## src/rtl/axi4_lite_pkg.sv

```systemverilog
// Shared types and constants for the AXI4-Lite read master.
package axi4_lite_pkg;

  localparam logic [1:0] RESP_OKAY   = 2'd0;
  localparam logic [1:0] RESP_EXOKAY = 2'd1;
  localparam logic [1:0] RESP_SLVERR = 2'd2;
  localparam logic [1:0] RESP_DECERR = 2'd3;

  typedef enum logic [1:0] {
    IDLE = 2'd0,
    ADDR = 2'd1,
    DATA = 2'd2,
    RESP = 2'd3
  } state_t;

  // Stale-beat counter increment.
  // It saturates at 3: once three beats are owed, no further commands are taken.
  function automatic logic [1:0] stale_inc(input logic [1:0] stale);
    return (stale == 2'd3) ? stale : stale + 2'd1;
  endfunction

endpackage

```

## src/rtl/axi4_lite_watchdog.sv

```systemverilog
// R-phase watchdog.
// The counter is cleared to zero and counts while enabled. expired_o flags the
// cycle in which the count sits at TIMEOUT-1. The count holds at that terminal
// value, so a discarded stale beat that lands on the terminal cycle only delays
// the timeout by one cycle. A TIMEOUT of 0 never expires.
module axi4_lite_watchdog #(
  parameter int  TIMEOUT = 255,
  localparam int TW      = (TIMEOUT > 1) ? $clog2(TIMEOUT) : 1
) (
  input  logic clk_i,
  input  logic rst_clk_ni,
  input  logic clear_i,
  input  logic enable_i,
  output logic expired_o
);

  localparam logic [TW-1:0] TC_VAL = (TIMEOUT > 0) ? TW'(TIMEOUT - 1) : '0;

  logic [TW-1:0] count;
  logic          at_tc;

  assign at_tc     = (TIMEOUT != 0) && (count == TC_VAL);
  assign expired_o = enable_i && at_tc;

  // Counter: clear has priority, then count up until the terminal value.
  always_ff @(posedge clk_i or negedge rst_clk_ni) begin
    if (!rst_clk_ni) begin
      count <= '0;
    end else if (clear_i) begin
      count <= '0;
    end else if (enable_i && !at_tc) begin
      count <= count + TW'(1);
    end
  end

endmodule

```

## src/rtl/axi4_lite_read_master.sv

```systemverilog
// AXI4-Lite single-word read master.
// One command is turned into an AR handshake and an R handshake. The result is
// returned on the rsp port. Beats that belong to reads that timed out earlier
// are counted in "stale" and discarded as they arrive.
//
// state | meaning
// ------+----------------------------------------------------------
// IDLE  | ready for a command (blocked while 3 stale beats are owed)
// ADDR  | AR valid asserted, holding address until AR ready
// DATA  | R ready asserted, watchdog running, dropping stale beats
// RESP  | result valid, holding until rsp_ready_i
module axi4_lite_read_master
  import axi4_lite_pkg::*;
#(
  parameter int  DEPTH     = 8,
  parameter int  DATA_SIZE = 32,
  parameter int  TIMEOUT   = 255,
  localparam int AW        = (DEPTH > 1) ? $clog2(DEPTH) : 1
) (
  input  logic                 clk_i,
  input  logic                 rst_clk_ni,
  input  logic [AW-1:0]        cmd_address_i,
  input  logic                 cmd_valid_i,
  output logic                 cmd_ready_o,
  output logic [AW-1:0]        read_address_o,
  output logic                 read_address_valid_o,
  input  logic                 read_address_ready_i,
  input  logic [DATA_SIZE-1:0] read_data_i,
  input  logic [1:0]           read_data_response_i,
  input  logic                 read_data_valid_i,
  output logic                 read_data_ready_o,
  output logic [DATA_SIZE-1:0] rsp_data_o,
  output logic [1:0]           rsp_response_o,
  output logic                 rsp_timeout_o,
  output logic                 rsp_valid_o,
  input  logic                 rsp_ready_i
);

  state_t               state, state_next;
  logic [1:0]           stale, stale_next;
  logic [AW-1:0]        addr_next;
  logic [DATA_SIZE-1:0] data_next;
  logic [1:0]           resp_next;
  logic                 timeout_next;

  logic cmd_hs, ar_hs, r_hs, rsp_hs;
  logic wd_expired;

  assign cmd_hs = cmd_valid_i && cmd_ready_o;
  assign ar_hs  = read_address_valid_o && read_address_ready_i;
  assign r_hs   = read_data_valid_i && read_data_ready_o;
  assign rsp_hs = rsp_valid_o && rsp_ready_i;

  axi4_lite_watchdog #(
    .TIMEOUT(TIMEOUT)
  ) u_watchdog (
    .clk_i     (clk_i),
    .rst_clk_ni(rst_clk_ni),
    .clear_i   (ar_hs),
    .enable_i  (state == DATA),
    .expired_o (wd_expired)
  );

  // Next-state, stale bookkeeping and next values of the result registers.
  always_comb begin
    state_next   = state;
    stale_next   = stale;
    addr_next    = read_address_o;
    data_next    = rsp_data_o;
    resp_next    = rsp_response_o;
    timeout_next = rsp_timeout_o;

    // A beat that arrives while stale beats are still owed is the oldest
    // outstanding one (AXI keeps R in order), so it is dropped here in any state.
    if (r_hs && (stale != 2'd0)) begin
      stale_next = stale - 2'd1;
    end

    case (state)
      IDLE: begin
        if (cmd_hs) begin
          addr_next  = cmd_address_i;
          state_next = ADDR;
        end
      end
      ADDR: begin
        if (ar_hs) begin
          state_next = DATA;
        end
      end
      DATA: begin
        if (r_hs && (stale == 2'd0)) begin
          data_next    = read_data_i;
          resp_next    = read_data_response_i;
          timeout_next = 1'b0;
          state_next   = RESP;
        end else if (wd_expired && !r_hs) begin
          data_next    = '0;
          resp_next    = RESP_SLVERR;
          timeout_next = 1'b1;
          stale_next   = stale_inc(stale);
          state_next   = RESP;
        end
      end
      RESP: begin
        if (rsp_hs) begin
          state_next = IDLE;
        end
      end
      default: state_next = IDLE;
    endcase
  end

  // State and stale counter registers.
  always_ff @(posedge clk_i or negedge rst_clk_ni) begin
    if (!rst_clk_ni) begin
      state <= IDLE;
      stale <= 2'd0;
    end else begin
      state <= state_next;
      stale <= stale_next;
    end
  end

  // Registered outputs.
  // The handshake outputs are derived from the next state so they line up
  // with it. R ready also stays high whenever stale beats are still owed.
  always_ff @(posedge clk_i or negedge rst_clk_ni) begin
    if (!rst_clk_ni) begin
      cmd_ready_o          <= 1'b0;
      read_address_o       <= '0;
      read_address_valid_o <= 1'b0;
      read_data_ready_o    <= 1'b0;
      rsp_data_o           <= '0;
      rsp_response_o       <= 2'd0;
      rsp_timeout_o        <= 1'b0;
      rsp_valid_o          <= 1'b0;
    end else begin
      cmd_ready_o          <= (state_next == IDLE) && (stale_next != 2'd3);
      read_address_o       <= addr_next;
      read_address_valid_o <= (state_next == ADDR);
      read_data_ready_o    <= (state_next == DATA) || (stale_next != 2'd0);
      rsp_data_o           <= data_next;
      rsp_response_o       <= resp_next;
      rsp_timeout_o        <= timeout_next;
      rsp_valid_o          <= (state_next == RESP);
    end
  end

endmodule

```

## config.mk

```make
export PLATFORM = sky130hd
export DESIGN_NAME = axi4_lite_read_master
export DESIGN_NICKNAME = d
export VERILOG_FILES = /design/src/rtl/axi4_lite_pkg.sv /design/src/rtl/axi4_lite_watchdog.sv /design/src/rtl/axi4_lite_read_master.sv
export SDC_FILE = /design/constraint.sdc
export NUM_CORES = 1
export LEC_CHECK = 0
export ABC_CLOCK_PERIOD_IN_PS = 5800
export BUFFER_PORTS_ARGS = -buffer_cell sky130_fd_sc_hd__buf_2
export CORE_UTILIZATION = 53
export DETAILED_ROUTE_END_ITERATION = 10
export PLACE_DENSITY_LB_ADDON = 0.15
export REMOVE_ABC_BUFFERS = 1
export SYNTH_ARGS = -nofsm -noshare
export SYNTH_HDL_FRONTEND = slang
export SYNTH_HIERARCHICAL = 1
export SYNTH_SLANG_ARGS = --single-unit
export TNS_END_PERCENT = 1
```

## constraint.sdc

```tcl
create_clock -name clk_i -period 5.8 [get_ports clk_i]
set_input_delay 0.58 -clock clk_i [delete_from_list [all_inputs] [get_ports clk_i]]
set_output_delay 0.58 -clock clk_i [all_outputs]
set_load 0.02 [all_outputs]
```

==> flow_summary.toml, run 1 <==
[run_status]
status = "completed"

[drt]
dr.pass1.iters = 4
drt_iter0_markers = 102
viasPerCell = 5.53
post-route-drc-count = 0
wirelength_mm = 4.49
vias = 1746
drtAntennaViolNets = 0
wl_per_cell_um = 14.2

[logic_synthesis]
async_flop_share_pct = 100
syn_avg_cell_area_um2 = 12.6
synth.distinct_cells = 44
yosys_warnings = 6
synthTopCellsByCount = "dfrtp_1, a22o_1, a21oi_1, nor2_1, nand2_1"
synth_edf_count = 0
netlist_instances = 186
yosysMostFrequentCell = "dfrtp_1"
yosysTopAreaCell = "dfrtp_1"
synth-seq-area-share_pct = 57.5
synth-seq-cells = 54
synth_area_um2 = 2350
synthFlopType = "dfrtp_1"
yosys.area.top_type_share_pct = 57.5
synth.top_cells.by_area = "dfrtp_1, a22o_1, buf_6"

[global_routing]
grt_max_degree = 55
grt_pass1_vias = 1528
antenna_found_initial = 0
track_usage_pct = 20.3
grt_pass1_wl_mm = 6.97
gr-total-overflow = 0

[clock_tree]
clkLatencyLatePin_ns = 0.29
tritoncts = "built"
post_cts_buffers = 0
cts.repair.resized = 0
root_buffer = "clkbuf_8"
cts.sinks = 54
path_clk_slew_ns = 0.09
ctsLongestPathBuffers = 2
cts_hold_buf = 0
htree_levels = 2
cts_buffers = 5

[sta]
worst_pin_slew_ns = 1.16
fin_crit_sh_pct = 45.2
drv_slew = 0
max_freq_ghz = 0.381
finClkSkew_ns = 0.00536
whs_ns = 0.398
setup_viol = 0
grt_setup_unrepaired = "false"
finalWorstSetupSlack_ns = 3.18
slew_headroom_pct = 22.7
tns_ns = 0
fin_crit_ns = 2.62
hold_violations = 0

[critical_path]
endpoint_kind = "flop"
required_ns = 6.01
rr_endpoint = "cmd_ready_o"
worst-r2r-cell-count = 8
crit_chain = "inv_1 > ha_1 > and4_4 > and3_2 > a21boi_1 > o21ai_4 > o311ai_1 > a211oi_2"
rrSetupSlack_ns = 3.18
path_class = "reg2reg"
slowest_stage = "o21ai_4"
path_max_fanout = 37
worstReg2RegStart = "u_watchdog/count[0]"
setup.worst_path.start_class = "flop"
cp.arrival_ns = 2.83
cpPeakStageDelay_ns = 0.72
cp_num_buf_inv = 1
crit_family = "compound AO/OA/AOI/OAI gates"

[floorplan]
die_area_um2 = 4710
num_rows = 23
initial_core_util_pct = 57.1
die_x_um = 68.6
design.portCount = 85
core-area_um2 = 4120
die_h_um = 68.6

[power]
p_switching_uw = 611
p_leak_nw = 1.48
swShare_pct = 39.2
internal-power_uw = 948
power_frac_comb_pct = 43.6
power_frac_clock_pct = 14.0
vdd_drop_max_uv = 340
pwr_density_cell_nw_per_um2 = 549
p_seq_share_pct = 42.4

[placement]
dp_slack_ns = 3.17
place_area_um2 = 2730
port_buffers = 84
gp_congestion = 0.734
post-dp-hpwl_mm = 3.21

[worst_hold_path]
hold_path_class = "in2async"

[final_layout]
drive_above_1_share_pct = 39.5
fin_util_pct = 69.0
final_cell_area_um2 = 2840
antenna_cells = 0
area_growth_pct = 20.8
nFillCells = 344
layout.nets = 312

[run]
cap_violations = 0
-- metrics by stage --
stage,instances,power (mW)
final,316,1.56
after global routing,316,1.67
after CTS,316,1.58
after detailed placement,308,1.35
after global placement,308,1.33
after floorplan,173,1.12
-- state kept, by name (all words and copies together) (netlist names) --
signal                flops
rsp_response_o            2
rsp_valid_o               1
read_address_o            3
stale                     2
cmd_ready_o               1
rsp_data_o               32
state                     2
read_data_ready_o         1
rsp_timeout_o             1
u_watchdog/count          8
read_address_valid_o      1
-- area by class of cell --
| cell class | instances | area, um2 | share of cell area [%] |
|---|---|---|---|
| inverters | 6 | 22.5 | 0.793 |
| repair buffers | 85 | 428 | 15.1 |
| well taps | 50 | 62.6 | 2.20 |
| flip-flops and latches | 54 | 1350 | 47.6 |
| multi-input cells | 113 | 870 | 30.6 |
| clock inverters | 1 | 8.76 | 0.309 |
| clock buffers | 7 | 96.3 | 3.39 |
-- routing by layer --
metal / global-route usage, % / part of all wire (%) / vias up
met3: 5.10 / 4.3 / 4
met4: 6.25 / 0.85 / 0
li1: - / - / 848
met5: 0 / 0 / -
met1: 26.8 / 46 / 850
met2: 32.8 / 49 / 44
-- power by group through the flow --
| stage | clock network (mW) | logic [mW] | registers (mW) |
|---|---|---|---|
| 6_report | 0.219 | 0.680 | 0.660 |
| 5_1_grt | 0.243 | 0.739 | 0.684 |
| 4_1_cts | 0.227 | 0.688 | 0.661 |
| 3_5_place_dp | 0 | 0.692 | 0.661 |
| 3_3_place_gp | 0 | 0.671 | 0.663 |
| 2_1_floorplan | 0 | 0.294 | 0.822 |
-- worst max path at each step --
stage / startpoint / end / cells after the start
2_1_floorplan: u_watchdog/count[0] / cmd_ready_o / 8
6_report: u_watchdog/count[0] / cmd_ready_o / 8
5_1_grt: state[1] / rsp_data_o[24] / 3
4_1_cts: u_watchdog/count[0] / cmd_ready_o / 8
3_3_place_gp: u_watchdog/count[0] / cmd_ready_o / 8
3_5_place_dp: u_watchdog/count[0] / cmd_ready_o / 8
-- placed cells by master (no fill, tap or decap), drive strengths merged, types with 2 or more instances in the layout --
cell,n
a211oi,2
a21boi,4
a21oi,10
a22o,33
a311oi,2
a31oi,2
and2,2
and3,5
and3b,2
and4,2
buf,85
clkbuf,7
dfrtp,54
ha,4
inv,6
mux2,5
nand2,7
nand3,4
nor2,8
nor2b,2
nor3,4
o21ai,2
-- worst register-to-register path, stage by stage (launching register included) --
cell	delay, ns
dfrtp_1	0.39
inv_1	0.07
ha_1	0.23
and4_4	0.21
and3_2	0.22
a21boi_1	0.15
o21ai_4	0.72
o311ai_1	0.29
a211oi_2	0.26
-- cell families after synthesis --
| group | after synthesis | share of synthesized area (%) |
|---|---|---|
| flip-flops | 54 | 57.5 |
| buffers and inverters | 19 | 5.53 |
| AO/OA/AOI/OAI | 64 | 22.5 |
| AND/OR/NAND/NOR | 40 | 9.69 |
| adder cells (fa/ha/maj) | 4 | 2.13 |
| multiplexers | 5 | 2.71 |
Power figures use the tool's default switching activity.
==> inputs of run 2 (changes only) <==
--- a/config.mk
+++ b/config.mk
@@ -5,9 +5,9 @@
 export SDC_FILE = /design/constraint.sdc
 export NUM_CORES = 1
 export LEC_CHECK = 0
-export ABC_CLOCK_PERIOD_IN_PS = 5800
+export ABC_CLOCK_PERIOD_IN_PS = 2100
 export BUFFER_PORTS_ARGS = -buffer_cell sky130_fd_sc_hd__buf_2
-export CORE_UTILIZATION = 53
+export CORE_UTILIZATION = 44
 export DETAILED_ROUTE_END_ITERATION = 10
 export PLACE_DENSITY_LB_ADDON = 0.15
 export REMOVE_ABC_BUFFERS = 1
==> constraint.sdc (replaced) <==
create_clock -name clk_i -period 2.1 [get_ports clk_i]
set_input_delay 0.21 -clock clk_i [delete_from_list [all_inputs] [get_ports clk_i]]
set_output_delay 0.21 -clock clk_i [all_outputs]
set_load 0.02 [all_outputs]
==> run 2 against run 1 <==
  * First-iteration DRC count decreased by 18%
  * Combinational power increased to 3.0 times the previous value
  * Clock power increased by 150%
  * Via count increased by 1.5%
  * Sequential cell count unchanged
  * Critical path type unchanged
  * Critical endpoint is now read_data_ready_o
==> flow_summary.toml, run 2 (synthesis results as in run 1) <==
[run_status]
status = "completed"

[critical_path]
path_max_fanout = 4
cp_num_buf_inv = 1
setup.worst_path.start_class = "flop"
crit_family = "simple AND/OR/NAND/NOR gates"
crit_chain = "inv_1 > ha_2 > and4_4 > and3_2 > and3b_2 > nand3_1 > o211a_1 > a211o_1"
endpoint_kind = "flop"
cpPeakStageDelay_ns = 0.41
path_class = "reg2reg"
slowest_stage = "dfrtp_1"
cp.arrival_ns = 2.16
required_ns = 2.29

[power]
p_leak_nw = 1.51
pwr_density_cell_nw_per_um2 = 1470
vdd_drop_max_uv = 774

[drt]
vias = 1773
viasPerCell = 5.14
wirelength_mm = 4.99
dr.pass1.iters = 4
drt_iter0_markers = 84
drtAntennaViolNets = 0
post-route-drc-count = 0
wl_per_cell_um = 14.5

[placement]
port_buffers = 84
gp_congestion = 0.791
post-dp-hpwl_mm = 3.61

[global_routing]
grt_pass1_vias = 1695
grt_max_degree = 34
track_usage_pct = 19.5
grt_pass1_wl_mm = 8.04
gr-total-overflow = 0
antenna_found_initial = 0

[final_layout]
layout.nets = 322
final_common_cell = "buf_2"
largestRegisters = "rsp_data_o (32), u_watchdog/count (8), read_address_o (3)"
mostFrequentLayoutCells = "buf_2, dfrtp_1, a22o_1, a21oi_1"
drive_above_1_share_pct = 41.8
fin_util_pct = 57.2
regMostFlops = "rsp_data_o"
largest_register_ffs = 32
area_growth_pct = 25.1
antenna_cells = 0

[sta]
fin_crit_ns = 1.97
max_freq_ghz = 0.507
finClkSkew_ns = 0.00671
worst_pin_slew_ns = 0.611
whs_ns = 0.119
hold_violations = 0
slew_headroom_pct = 59.2
fin_crit_sh_pct = 93.9
drv_slew = 0
setup_viol = 0
grt_setup_unrepaired = "false"

[floorplan]
core-area_um2 = 5140
die_h_um = 75.1
die_x_um = 75.1
initial_core_util_pct = 45.7
num_rows = 26
design.portCount = 85
die_area_um2 = 5640

[clock_tree]
clkLatencyLatePin_ns = 0.30
path_clk_slew_ns = 0.09
cts.sinks = 54
htree_levels = 2
root_buffer = "clkbuf_8"
tritoncts = "built"
post_cts_buffers = 0
ctsLongestPathBuffers = 2
cts_buffers = 5

[run]
cap_violations = 0

[worst_hold_path]
hold_path_class = "in2reg"
[run 2: worst paths after layout]
check	to	slack (ns)	depth (start not counted)	from
setup / recovery	read_data_ready_o	0.13	8	u_watchdog/count[0]
hold / removal	rsp_data_o[22]	0.12	2	read_data_i[22]
setup reg to reg	read_data_ready_o	0.13	8	u_watchdog/count[0]
hold reg to reg	rsp_data_o[11]	0.51	1	rsp_data_o[11]
max in group asynchronous	read_data_ready_o	1.02	3	rst_clk_ni
min in group asynchronous	rsp_data_o[29]	0.45	2	rst_clk_ni
[run 2: metal layers]
| metal | up-vias | wire, um | track usage [%] |
|---|---|---|---|
| li1 | 871 | - | - |
| met1 | 836 | 2290 | 25.5 |
| met5 | - | 0 | 0 |
| met4 | 0 | 70 | 6.29 |
| met2 | 59 | 2370 | 31.9 |
| met3 | 7 | 256 | 5.09 |
[run 2: cell type report]
cell class	count	area, um2
fillers	474	2200
repair buffers	95	522
multi-input cells	113	877
inverters	6	22.5
clock buffers	6	72.6
well taps	70	87.6
clock inverters	1	7.51
flip-flops and latches	54	1350
[run 2: timing repair]
| item | in CTS | in global routing |
|---|---|---|
| hold buffers | 1 | 0 |
| endpoints found under the setup margin | 0 | 15 |
| gates resized for setup | 0 | 4 |
| hold endpoints to repair | 27 | 0 |
[run 2: per-stage QoR]
stage	area, um2	setup WS [ns]	total power [mW]	setup TNS [ns]	std cells
after floorplan	2240	-0.176	3.08	-3.04	173
after global placement	2840	0.134	3.78	0	337
after detailed placement	2840	0.0588	3.81	0	337
after CTS	2930	0.0514	4.36	0	345
after global routing	2940	0.00968	4.63	0	345
final	2940	0.127	4.33	0	345
[run 2: power breakdown]
group          total (mW)  switching, mW  internal (mW)
registers            1.77          0.273           1.50
logic                2.01           1.14          0.878
clock network       0.541          0.312          0.229
total                4.33           1.72           2.61
